[src/rtl/motor_pwm_drive_pkg.sv]
// Shared definitions for the rear-motor PWM drive.
// Motor speed codes must stay identical to the tracking/u-turn controller's
// encoding, because that block produces the registered code this drive consumes.
package motor_pwm_drive_pkg;

    localparam logic [1:0] MOTOR_STOP   = 2'b00;
    localparam logic [1:0] MOTOR_FOR    = 2'b01;
    localparam logic [1:0] MOTOR_BACK   = 2'b10;
    localparam logic [1:0] FAST_FORWARD = 2'b11;

    typedef enum logic [1:0] {
        ST_IDLE = 2'b00,
        ST_FWD  = 2'b01,
        ST_BACK = 2'b10,
        ST_DEAD = 2'b11
    } state_t;

    // Both forward codes (normal and fast) drive the bridge the same way round.
    function automatic logic is_forward(input logic [1:0] code);
        return (code == MOTOR_FOR) || (code == FAST_FORWARD);
    endfunction

endpackage

[src/rtl/motor_pwm_drive_pwm_counter.sv]
// Free-running PWM period counter with duty compare.
// Ports:
//   clk      - system clock
//   rst      - asynchronous active-low reset
//   duty     - clk cycles high per period
//   pwm      - combinational compare result (count < duty)
//   boundary - high in the last cycle of each period (count == PWM_PERIOD-1)
module motor_pwm_drive_pwm_counter #(
    parameter int PWM_PERIOD = 1000,
    parameter int CNT_W      = 10
) (
    input  logic             clk,
    input  logic             rst,
    input  logic [CNT_W-1:0] duty,
    output logic             pwm,
    output logic             boundary
);

    localparam logic [CNT_W-1:0] CNT_LAST = CNT_W'(PWM_PERIOD - 1);
    localparam logic [CNT_W-1:0] CNT_ZERO = {CNT_W{1'b0}};
    localparam logic [CNT_W-1:0] CNT_ONE  = CNT_W'(1'b1);

    logic [CNT_W-1:0] cnt_r;

    assign boundary = (cnt_r == CNT_LAST);
    assign pwm      = (cnt_r < duty);

    // Period counter: 0 .. PWM_PERIOD-1, then wraps.
    always_ff @(posedge clk or negedge rst) begin
        if (!rst) begin
            cnt_r <= CNT_ZERO;
        end else if (boundary) begin
            cnt_r <= CNT_ZERO;
        end else begin
            cnt_r <= cnt_r + CNT_ONE;
        end
    end

endmodule

[src/rtl/motor_pwm_drive.sv]
// Rear-motor H-bridge PWM drive with soft acceleration and reversal dead time.
// Ports:
//   clk      - system clock
//   rst      - asynchronous active-low reset
//   motor    - registered speed code (00 stop, 01 fwd, 10 back, 11 fast fwd)
//   in1      - H-bridge forward input (registered PWM)
//   in2      - H-bridge backward input (registered PWM)
//   duty     - currently applied duty in clk cycles per period
//   at_speed - duty has reached a nonzero target while driving
module motor_pwm_drive
    import motor_pwm_drive_pkg::*;
#(
    parameter int PWM_PERIOD = 1000,
    parameter int CNT_W      = 10,
    parameter int DUTY_FOR   = 600,
    parameter int DUTY_FAST  = 900,
    parameter int DUTY_BACK  = 600,
    parameter int RAMP_STEP  = 20,
    parameter int DEAD_TIME  = 5
) (
    input  logic             clk,
    input  logic             rst,
    input  logic [1:0]       motor,
    output logic             in1,
    output logic             in2,
    output logic [CNT_W-1:0] duty,
    output logic             at_speed
);

    localparam int DEAD_W = $clog2(DEAD_TIME + 1);

    localparam logic [CNT_W-1:0]  DUTY_ZERO  = {CNT_W{1'b0}};
    localparam logic [CNT_W-1:0]  DUTY_STEP  = CNT_W'(RAMP_STEP);
    localparam logic [CNT_W-1:0]  TGT_FOR    = CNT_W'(DUTY_FOR);
    localparam logic [CNT_W-1:0]  TGT_FAST   = CNT_W'(DUTY_FAST);
    localparam logic [CNT_W-1:0]  TGT_BACK   = CNT_W'(DUTY_BACK);
    localparam logic [DEAD_W-1:0] DEAD_ZERO  = {DEAD_W{1'b0}};
    localparam logic [DEAD_W-1:0] DEAD_ONE   = DEAD_W'(1'b1);
    localparam logic [DEAD_W-1:0] DEAD_LAST  = DEAD_W'(DEAD_TIME);

    state_t            state_r, state_nxt;
    logic [CNT_W-1:0]  duty_r, duty_nxt;
    logic [DEAD_W-1:0] dead_r, dead_nxt;
    logic [CNT_W-1:0]  target_s;
    logic              pwm_s, boundary_s;
    logic              in1_r, in2_r, at_speed_r;
    logic              in1_nxt, in2_nxt, at_speed_nxt;

    // Speeding up is stepped and saturates at the target; slowing down is
    // applied at once so the motor never keeps more torque than commanded.
    function automatic logic [CNT_W-1:0] ramp(input logic [CNT_W-1:0] cur,
                                              input logic [CNT_W-1:0] tgt);
        logic [CNT_W-1:0] res;
        if (cur >= tgt) begin
            res = tgt;
        end else if ((tgt - cur) > DUTY_STEP) begin
            res = cur + DUTY_STEP;
        end else begin
            res = tgt;
        end
        return res;
    endfunction

    motor_pwm_drive_pwm_counter #(
        .PWM_PERIOD (PWM_PERIOD),
        .CNT_W      (CNT_W)
    ) u_pwm_counter (
        .clk      (clk),
        .rst      (rst),
        .duty     (duty_r),
        .pwm      (pwm_s),
        .boundary (boundary_s)
    );

    // Target duty decoded from the speed code.
    always_comb begin
        target_s = DUTY_ZERO;
        case (motor)
            MOTOR_FOR:    target_s = TGT_FOR;
            FAST_FORWARD: target_s = TGT_FAST;
            MOTOR_BACK:   target_s = TGT_BACK;
            default:      target_s = DUTY_ZERO;
        endcase
    end

    // State, duty and dead-time counter registers.
    always_ff @(posedge clk or negedge rst) begin
        if (!rst) begin
            state_r <= ST_IDLE;
            duty_r  <= DUTY_ZERO;
            dead_r  <= DEAD_ZERO;
        end else begin
            state_r <= state_nxt;
            duty_r  <= duty_nxt;
            dead_r  <= dead_nxt;
        end
    end

    // Next-state, duty and dead-time logic.
    always_comb begin
        state_nxt = state_r;
        duty_nxt  = duty_r;
        dead_nxt  = dead_r;
        case (state_r)
            ST_IDLE: begin
                duty_nxt = DUTY_ZERO;
                dead_nxt = DEAD_ZERO;
                if (is_forward(motor)) begin
                    state_nxt = ST_FWD;
                end else if (motor == MOTOR_BACK) begin
                    state_nxt = ST_BACK;
                end else begin
                    state_nxt = ST_IDLE;
                end
            end
            ST_FWD: begin
                if (motor == MOTOR_STOP) begin
                    state_nxt = ST_IDLE;
                    duty_nxt  = DUTY_ZERO;
                end else if (motor == MOTOR_BACK) begin
                    state_nxt = ST_DEAD;
                    duty_nxt  = DUTY_ZERO;
                    dead_nxt  = DEAD_ZERO;
                end else if (boundary_s) begin
                    duty_nxt = ramp(duty_r, target_s);
                end else begin
                    duty_nxt = duty_r;
                end
            end
            ST_BACK: begin
                if (motor == MOTOR_STOP) begin
                    state_nxt = ST_IDLE;
                    duty_nxt  = DUTY_ZERO;
                end else if (is_forward(motor)) begin
                    state_nxt = ST_DEAD;
                    duty_nxt  = DUTY_ZERO;
                    dead_nxt  = DEAD_ZERO;
                end else if (boundary_s) begin
                    duty_nxt = ramp(duty_r, target_s);
                end else begin
                    duty_nxt = duty_r;
                end
            end
            ST_DEAD: begin
                // The full dead time is served even if the command swings back
                // to the original direction; only a stop cuts it short.
                duty_nxt = DUTY_ZERO;
                if (motor == MOTOR_STOP) begin
                    state_nxt = ST_IDLE;
                end else if (boundary_s) begin
                    dead_nxt = dead_r + DEAD_ONE;
                    if ((dead_r + DEAD_ONE) == DEAD_LAST) begin
                        state_nxt = is_forward(motor) ? ST_FWD : ST_BACK;
                    end else begin
                        state_nxt = ST_DEAD;
                    end
                end else begin
                    state_nxt = ST_DEAD;
                end
            end
            default: begin
                state_nxt = ST_IDLE;
                duty_nxt  = DUTY_ZERO;
                dead_nxt  = DEAD_ZERO;
            end
        endcase
    end

    // Output decode: gating on the next state makes stop/reversal drop the
    // bridge inputs on the very edge that sees the new command.
    always_comb begin
        in1_nxt = 1'b0;
        in2_nxt = 1'b0;
        case (state_nxt)
            ST_FWD:  in1_nxt = pwm_s;
            ST_BACK: in2_nxt = pwm_s;
            default: begin
                in1_nxt = 1'b0;
                in2_nxt = 1'b0;
            end
        endcase
        at_speed_nxt = ((state_nxt == ST_FWD) || (state_nxt == ST_BACK)) &&
                       (target_s != DUTY_ZERO) && (duty_nxt == target_s);
    end

    // Registered bridge and status outputs.
    always_ff @(posedge clk or negedge rst) begin
        if (!rst) begin
            in1_r      <= 1'b0;
            in2_r      <= 1'b0;
            at_speed_r <= 1'b0;
        end else begin
            in1_r      <= in1_nxt;
            in2_r      <= in2_nxt;
            at_speed_r <= at_speed_nxt;
        end
    end

    assign in1      = in1_r;
    assign in2      = in2_r;
    assign duty     = duty_r;
    assign at_speed = at_speed_r;

endmodule

[config.mk]
export PLATFORM = sky130hd
export DESIGN_NAME = motor_pwm_drive
export DESIGN_NICKNAME = d
export VERILOG_FILES = /design/src/rtl/motor_pwm_drive_pkg.sv /design/src/rtl/motor_pwm_drive_pwm_counter.sv /design/src/rtl/motor_pwm_drive.sv
export SDC_FILE = /design/constraint.sdc
export NUM_CORES = 1
export LEC_CHECK = 0
export BUFFER_PORTS_ARGS = -buffer_cell sky130_fd_sc_hd__buf_2
export CAP_MARGIN = 5
export CORE_UTILIZATION = 50
export CTS_CLUSTER_DIAMETER = 150
export DETAILED_ROUTE_END_ITERATION = 10
export GPL_TIMING_DRIVEN = 0
export PLACE_DENSITY_LB_ADDON = 0.08
export SYNTH_ARGS = -nofsm -noshare
export SYNTH_HDL_FRONTEND = slang
export SYNTH_SLANG_ARGS = --single-unit
[constraint.sdc]
create_clock -name clk -period 3.5 [get_ports clk]
set_input_delay 0.35 -clock clk [delete_from_list [all_inputs] [get_ports clk]]
set_output_delay 0.35 -clock clk [all_outputs]
set_load 0.02 [all_outputs]
==> results.toml, run 1 <==
[status]
status = "complete, but fails checks"
failed_checks = "DRC"

[floorplan]
coreArea_sq_um = 4474
row_count = 24
io_pins = 17
initial_utilization_pct = 53.38
fp.dieH_microns = 71.12
die_area_sq_um = 5057
dieWidth_microns = 71.12

[setup_path]
crit_arrival_ps = 3430
cpLargestDelayFamily = "compound AO/OA/AOI/OAI gates"
critical-path-max-stage-delay_ps = 500
end_kind = "flip-flop"
path_cells = "buf_2 -> inv_1 -> ha_2 -> inv_1 -> ha_1 -> inv_1 -> or2_0 -> or4b_1 -> o21ai_1 -> a31o_4 -> buf_6 -> a21oi_1 -> a211oi_1 -> nand2_1 -> a311oi_1"
reg2reg_to = "at_speed"
reg2reg_from = "u_pwm_counter.cnt_r[0]"
required_ps = 3660
critPathSlowestCell = "or4b_1"
cp-start-kind = "input pin"
path_max_fanout = 10
r2r_cells = 13
r2r_slack_ps = 370
critPathBufInv = 5
cp_common_cell = "inv_1"
path_class = "input pin to flip-flop"

[detailed_routing]
drt_iter0_markers = 181
drt-total-wl_microns = 5797
drt_pass1_iterations = 7
dr_wl_met2_microns = 2660
wire_per_inst_microns = 15.97
vias_per_cell = 5.854
highest_layer = "met4"
drc = 2
m1WireLength_microns = 2875
wl_met3_microns = 212
vias = 2125
drtAntennaViolNets = 0

[power_and_ir_drop]
switching_share_pct = 35.79
p_leak_nw = 1.138
seq_power_share_pct = 41.6
p_switching_mw = 0.3053
max-vdd-ir-drop_uv = 232.8
p_total_mw = 0.8529
clock_power_share_pct = 24.0
p_int_mw = 0.5476
power_density_nw_per_um2 = 328.8
p_comb_share_pct = 34.3

[timing]
min_period_ps = 3272
rsz0062_at_grt = "no"
fmax_ghz = 0.3056
layout_setup_ws_ps = 227.7
timing.final.crit_share_pct = 93.50
tightest_slew_ps = 659.4
maxSlewViolCount = 0
setup_viol = 0
timing.setup.tns_ps = 0
hold_viol_final = 0
relSlewSlack_pct = 56.04
clock_skew_ps = 4.533
hold_ws_ps = 91.91

[cts]
cts_tree = "done"
cts-root-buf = "clkbuf_8"
worstSkewPairLatency_ps = 270
clockBufferDepth = 2
clock-sinks = 28
numCtsBuffers = 3
clk_pin_slew_ps = 100
h-tree-depth = 1

[placed_design]
placed_area_sq_um = 2534
hpwl_microns = 4381
place_congestion = 0.8842
place_ws_ps = -56.00
dp_cells = 360
numPortBuffers = 16

[yosys]
synth_fp_nets = 317
synthTopCellsByArea = "dfrtp_1, ha_1, a21o_1, nand2_1, inv_1"
synth_seq_cells = 28
syn-cell-area_sq_um = 2389
yosysSeqAreaShare_pct = 29.33
synthFlopType = "dfrtp_1"
ys_warn_count = 0
synthArstFlopShare_pct = 100.0
synth_cell_types = 57
synth-edff-count = 0
synth_cells = 292
yosys.area.top_type = "dfrtp_1"
yosys-top-cells-count = "dfrtp_1, nand2_1, inv_1, nor2_1, ha_1"
synth_top_area_share_pct = 29.33
avgSynthCellArea_sq_um = 8.180

[final_layout]
postLayoutCellArea_sq_um = 2594
drive_gt1_share_pct = 12.86
fin_cells = 363
fin_nets = 337
n_antenna_cell = 0
utilization_pct = 57.97
area_growth_pct = 8.591

[grt]
grt_pass1_wl_microns = 9825
grt_overflow = 0
grt_usage_pct = 24.70
grt_pass1_vias = 2054
antenna_found_initial = 0
grt_max_degree = 29

[worst_hold_path]
hold_class = "input pin to asynchronous set/reset pin"

[job]
cap_violations = 0
## how the worst max path moves through the flow
stage                      startpoint        to  slack (ps)  depth (start not counted)
4_1_cts        u_pwm_counter.cnt_r[0]  at_speed          50                         13
3_5_place_dp                 motor[0]  at_speed         -60                         15
3_3_place_gp                 motor[0]  at_speed         -60                         15
2_1_floorplan                motor[0]  at_speed         570                         14
5_1_grt        u_pwm_counter.cnt_r[0]  at_speed          70                         13
6_report                     motor[0]  at_speed         230                         15
## cells in the final DEF, fill, tap and decap left out, drive strengths merged, types with 11 or more instances in the layout
cell    count
nand2      28
a21oi      15
ha         21
clkbuf     11
inv        24
o21ai      17
a21o       14
nand3      13
dfrtp      28
nor2       23
buf        22
## registers in the layout, indices dropped and copies added (netlist names)
register	cells
duty	10
u_pwm_counter.cnt_r	10
dead_r	3
state_r	2
at_speed	1
in1	1
in2	1
## metal layers
metal	track usage [%]	vias up
met3	2.422	4
li1	-	1070
met1	35.93	1004
met5	0	-
met4	6.000	0
met2	39.74	47
## power groups by stage
stage	clock network, mW	registers [mW]	logic (mW)
after global placement	0	0.362	0.286
after detailed placement	0	0.362	0.289
after CTS	0.211	0.355	0.291
after global routing	0.221	0.360	0.325
after floorplan	0	0.360	0.217
final	0.205	0.355	0.293
## logic make-up (layout without fill, tap and decap cells)
| logic type | after synthesis | in the layout | synth area share, % |
|---|---|---|---|
| AND/OR/NAND/NOR | 106 | 106 | 22.00 |
| AO/OA/AOI/OAI | 84 | 84 | 24.83 |
| buffers and inverters | 38 | 57 | 6.600 |
| flip-flops | 28 | 28 | 29.33 |
| adder cells (fa/ha/maj) | 21 | 21 | 11.00 |
| XOR/XNOR | 13 | 13 | 5.395 |
| multiplexers | 2 | 2 | 0.8382 |
## cell type report
cell class	count	area (sq um)
plain buffers	13	65.06
clock buffers	4	55.05
fillers	449	1881
inverters	24	90.09
multi-input cells	226	1538
flip-flops and latches	28	700.7
well taps	52	65.06
repair buffers	16	80.08
## timing repair
item	in CTS	in global routing
endpoints found under the hold margin	0	0
setup endpoints to repair	0	1
setup buffers	0	0
resized for setup	0	5
hold buffers	0	0
No activity file was read; power rests on OpenSTA's default activity.
==> run 2: changes to the inputs <==
--- a/config.mk
+++ b/config.mk
@@ -11,6 +11,7 @@
 export CTS_CLUSTER_DIAMETER = 150
 export DETAILED_ROUTE_END_ITERATION = 10
 export GPL_TIMING_DRIVEN = 0
+export MAX_ROUTING_LAYER = met4
 export PLACE_DENSITY_LB_ADDON = 0.08
 export SYNTH_ARGS = -nofsm -noshare
 export SYNTH_HDL_FRONTEND = slang
==> run 2 against run 1 <==
Compared with the run above:
- the flow still finishes with violations (DRC)
- final area unchanged
- sequential power about the same
- sequential share of layout area unchanged
- flip-flop and latch count unchanged
- largest cell class unchanged
- largest power group unchanged
- highest routed layer unchanged
==> results.toml, run 2 (synthesized netlist as in run 1, its figures left out) <==
[cts]
cts-resized-gates = 0
numCtsBuffers = 3
clock-sinks = 28
cts_hold_buf = 0
worstSkewPairLatency_ps = 270
clockBufferDepth = 2
cts-root-buf = "clkbuf_8"
cts_tree = "done"
h-tree-depth = 1
clk_pin_slew_ps = 100
postCtsSetupBuffers = 0

[placed_design]
hpwl_microns = 4381
placed_area_sq_um = 2534
place_congestion = 0.8989
place_ws_ps = -56.00
numPortBuffers = 16

[job]
cap_violations = 0

[timing]
rsz0062_at_grt = "no"
layout_setup_ws_ps = 223.3
setup_viol = 0
timing.final.crit_share_pct = 93.62
relSlewSlack_pct = 56.12
fmax_ghz = 0.3052
maxSlewViolCount = 0
clock_skew_ps = 2.410
hold_ws_ps = 91.36
min_period_ps = 3277
hold_viol_final = 0
timing.setup.tns_ps = 0
tightest_slew_ps = 658.2

[floorplan]
fp.dieH_microns = 71.12
die_area_sq_um = 5057
dieWidth_microns = 71.12
coreArea_sq_um = 4474
row_count = 24
io_pins = 17
initial_utilization_pct = 53.38

[final_layout]
n_antenna_cell = 0
area_growth_pct = 8.591
postLayoutCellArea_sq_um = 2594
fin_nets = 337
layout_common_cells = "nand2_1, dfrtp_1, inv_1, nor2_1"
drive_gt1_share_pct = 12.86

[grt]
grt_max_degree = 29
grt_overflow = 0
grt_pass1_vias = 2056
grt_pass1_wl_microns = 9818
antenna_found_initial = 0
grt_usage_pct = 25.49

[power_and_ir_drop]
p_total_mw = 0.8511
max-vdd-ir-drop_uv = 231.5
p_leak_nw = 1.138
power_density_nw_per_um2 = 328.1

[setup_path]
crit_start = "motor[0]"
r2r_cells = 13
path_class = "input pin to flip-flop"
reg2reg_from = "u_pwm_counter.cnt_r[0]"
critical-path-max-stage-delay_ps = 500
critPathSlowestCell = "or4b_1"
cp-start-kind = "input pin"
crit_arrival_ps = 3430
path_max_fanout = 10
end_kind = "flip-flop"
critPathCapture = "at_speed"
r2r_slack_ps = 380
required_ps = 3650
reg2reg_to = "at_speed"
cp_common_cell = "inv_1"
path_cells = "buf_2 -> inv_1 -> ha_2 -> inv_1 -> ha_1 -> inv_1 -> or2_0 -> or4b_1 -> o21ai_1 -> a31o_4 -> buf_6 -> a21oi_1 -> a211oi_1 -> nand2_1 -> a311oi_1"

[status]
failed_checks = "DRC"
status = "complete, but fails checks"

[detailed_routing]
drt_pass1_iterations = 7
drt_iter0_markers = 153
drtAntennaViolNets = 0
vias = 2129
wire_per_inst_microns = 15.86
drt-total-wl_microns = 5757
vias_per_cell = 5.865
drc = 2

[worst_hold_path]
hold_class = "input pin to asynchronous set/reset pin"
## run 2: critical path: cells and delay by family
kind / cells / cell delay [ps]
AO/OA/AOI/OAI: 5 / 1060
adder cells (fa/ha/maj): 2 / 610
AND/OR/NAND/NOR: 3 / 830
buffers and inverters: 5 / 570
## run 2: area by class of cell
| class | instances | area [sq um] |
|---|---|---|
| fill | 449 | 1881 |
| multi-input combinational | 226 | 1538 |
| sequential | 28 | 700.7 |
| inverter | 24 | 90.09 |
| timing repair buffer | 16 | 80.08 |
| buffer | 13 | 65.06 |
| tap | 52 | 65.06 |
| clock buffer | 4 | 55.05 |
## run 2: layer usage
metal	track usage, %	vias to the layer above	part of all wire (%)
met3	2.422	4	2.3
met5	-	-	0
li1	-	1075	-
met1	35.93	1015	51
met2	39.85	35	46
met4	6.000	0	0.83
## run 2: how the worst min path moves through the flow
stage                     startpoint                endpoint  cells past startpoint
after floorplan                  rst                at_speed                      0
after global placement           rst  u_pwm_counter.cnt_r[0]                      1
after detailed placement         rst  u_pwm_counter.cnt_r[0]                      1
after CTS                        rst  u_pwm_counter.cnt_r[0]                      1
after global routing             rst                 duty[0]                      1
final                            rst  u_pwm_counter.cnt_r[0]                      1
## run 2: metrics by stage
step                std cells  utilization (%)
CTS                       364            57.86
finish                    363            57.97
global placement          360            56.63
global route              363            57.97
floorplan                 292                -
detailed placement        360            56.63
## run 2: report_power, final
part | leakage [nW] | switching [mW] | internal [mW] | total, mW
logic | 0.738 | 0.190 | 0.102 | 0.293
registers | 0.372 | 0.0107 | 0.344 | 0.355
clock network | 0.0288 | 0.103 | 0.101 | 0.203
total | 1.14 | 0.304 | 0.547 | 0.851
==> run 3: changes to the inputs <==
--- a/config.mk
+++ b/config.mk
@@ -7,8 +7,9 @@
 export LEC_CHECK = 0
 export BUFFER_PORTS_ARGS = -buffer_cell sky130_fd_sc_hd__buf_2
 export CAP_MARGIN = 5
-export CORE_UTILIZATION = 50
+export CORE_UTILIZATION = 26
 export CTS_CLUSTER_DIAMETER = 150
+export CTS_CLUSTER_SIZE = 24
 export DETAILED_ROUTE_END_ITERATION = 10
 export GPL_TIMING_DRIVEN = 0
 export MAX_ROUTING_LAYER = met4
==> run 3 against run 2 <==
Compared with the run above:
- the flow still finishes with violations (DRC)
- worst hold slack improved by 3.4 ps
- sequential share of layout area down 0.85 points
- non-clock buffer count stayed put
- core utilization decreased by 28 points
- critical path depth is 1 lower
- combinational power grew 2%
- worst setup slack improved by 41 ps
- maximum frequency grew 1.3%
==> results.toml, run 3 (synthesized netlist as in run 1, its figures left out) <==
[timing]
relSlewSlack_pct = 53.11
setup_viol = 0
rsz0062_at_grt = "no"
maxSlewViolCount = 0
hold_viol_final = 0
min_period_ps = 3235
clock_skew_ps = 2.806
tightest_slew_ps = 698.6
timing.final.crit_share_pct = 92.44
layout_setup_ws_ps = 264.7
hold_ws_ps = 94.74
fmax_ghz = 0.3091
timing.setup.tns_ps = 0

[power_and_ir_drop]
power_density_nw_per_um2 = 324.8
clock_power_share_pct = 24.6
switching_share_pct = 36.80
p_comb_share_pct = 34.5
p_total_mw = 0.8696
seq_power_share_pct = 40.9
p_int_mw = 0.5496
p_switching_mw = 0.3200
p_leak_nw = 1.141
max-vdd-ir-drop_uv = 231.5

[detailed_routing]
drc = 3
vias_per_cell = 5.091
vias = 2133
wire_per_inst_microns = 16.08
drt_pass1_iterations = 7
drt_iter0_markers = 103
drt-total-wl_microns = 6739
drtAntennaViolNets = 0

[placed_design]
place_ws_ps = -162.3
place_congestion = 0.8191
hpwl_microns = 5081
numPortBuffers = 16

[status]
status = "complete, but fails checks"
failed_checks = "DRC"

[final_layout]
n_antenna_cell = 0
area_growth_pct = 12.10
fin_nets = 337
layout_common_cells = "nand2_1, dfrtp_1, inv_1, nor2_1, ha_1"
fill_cells = 949
drive_gt1_share_pct = 13.18

[floorplan]
io_pins = 17
dieWidth_microns = 97.85
initial_utilization_pct = 27.12
die_area_sq_um = 9574
coreArea_sq_um = 8806
row_count = 34
fp.dieH_microns = 97.85

[cts]
postCtsSetupBuffers = 0
clk_pin_slew_ps = 110
worstSkewPairLatency_ps = 280
h-tree-depth = 1
cts_tree = "done"
clock-sinks = 28
cts-root-buf = "clkbuf_8"
clockBufferDepth = 2
numCtsBuffers = 3

[grt]
grt_pass1_wl_microns = 11390
grt_usage_pct = 15.49
antenna_found_initial = 0
grt_max_degree = 29
grt_pass1_vias = 2117
grt_overflow = 0

[setup_path]
cp-start-kind = "input pin"
path_max_fanout = 10
required_ps = 3690
end_kind = "flip-flop"
path_class = "input pin to flip-flop"
crit_arrival_ps = 3420

[job]
cap_violations = 0

[worst_hold_path]
hold_class = "input pin to asynchronous set/reset pin"
run 3: timing repair:
action,4_1_cts,5_1_grt
gates resized for setup,1,4
endpoints found under the setup margin,1,1
endpoints found under the hold margin,0,0
cloned,0,0
hold buffers,0,0
run 3: through the flow:
stage | cell area [sq um] | util [%] | std cells
6_report | 2678 | 30.41 | 419
3_3_place_gp | 2604 | 29.57 | 416
3_5_place_dp | 2604 | 29.57 | 416
5_1_grt | 2678 | 30.41 | 419
2_1_floorplan | 2389 | - | 292
4_1_cts | 2660 | 30.21 | 420
run 3: worst paths after layout:
check,slack (ps),startpoint,cells after the start,endpoint
setup / recovery,260,motor[1],14,at_speed
hold / removal,90,rst,1,u_pwm_counter.cnt_r[7]
setup reg to reg,400,u_pwm_counter.cnt_r[0],13,at_speed
hold reg to reg,540,u_pwm_counter.cnt_r[0],1,u_pwm_counter.cnt_r[0]
max in group asynchronous,2960,rst,1,duty[4]
min in group clk,540,u_pwm_counter.cnt_r[0],1,u_pwm_counter.cnt_r[0]
run 3: layer usage:
layer | share of wire [%] | vias up | global-route usage (%)
met4 | 0.74 | 0 | 3.497
met3 | 2.3 | 6 | 1.288
met2 | 45 | 21 | 24.27
li1 | - | 1076 | -
met5 | 0 | - | -
met1 | 52 | 1030 | 21.65
run 3: power groups by stage:
stage               registers [mW]  clock network [mW]  logic (mW)
floorplan                    0.360                   0       0.217
global placement             0.362                   0       0.301
detailed placement           0.362                   0       0.299
CTS                          0.356               0.227       0.301
global route                 0.360               0.237       0.345
finish                       0.356               0.214       0.300
run 3: worst max-delay path: stages:
cell and delay (ps):
buf_2 140, inv_1 90, ha_2 410, clkbuf_1 430, a21o_1 220, a31oi_4 110, xor2_1 180, a211oi_1 300
a31o_4 260, buf_6 150, a21oi_1 150, a211oi_1 250, nand2_1 100, a311oi_2 280
run 3: cell type report:
type                    instances  area [sq um]  area share [%]
flip-flops and latches         28         700.7           26.17
plain buffers                  13         65.06           2.430
repair buffers                 16         80.08           2.991
well taps                     108         135.1           5.047
clock buffers                   4         55.05           2.056
multi-input cells             226          1551           57.94
inverters                      24         90.09           3.364
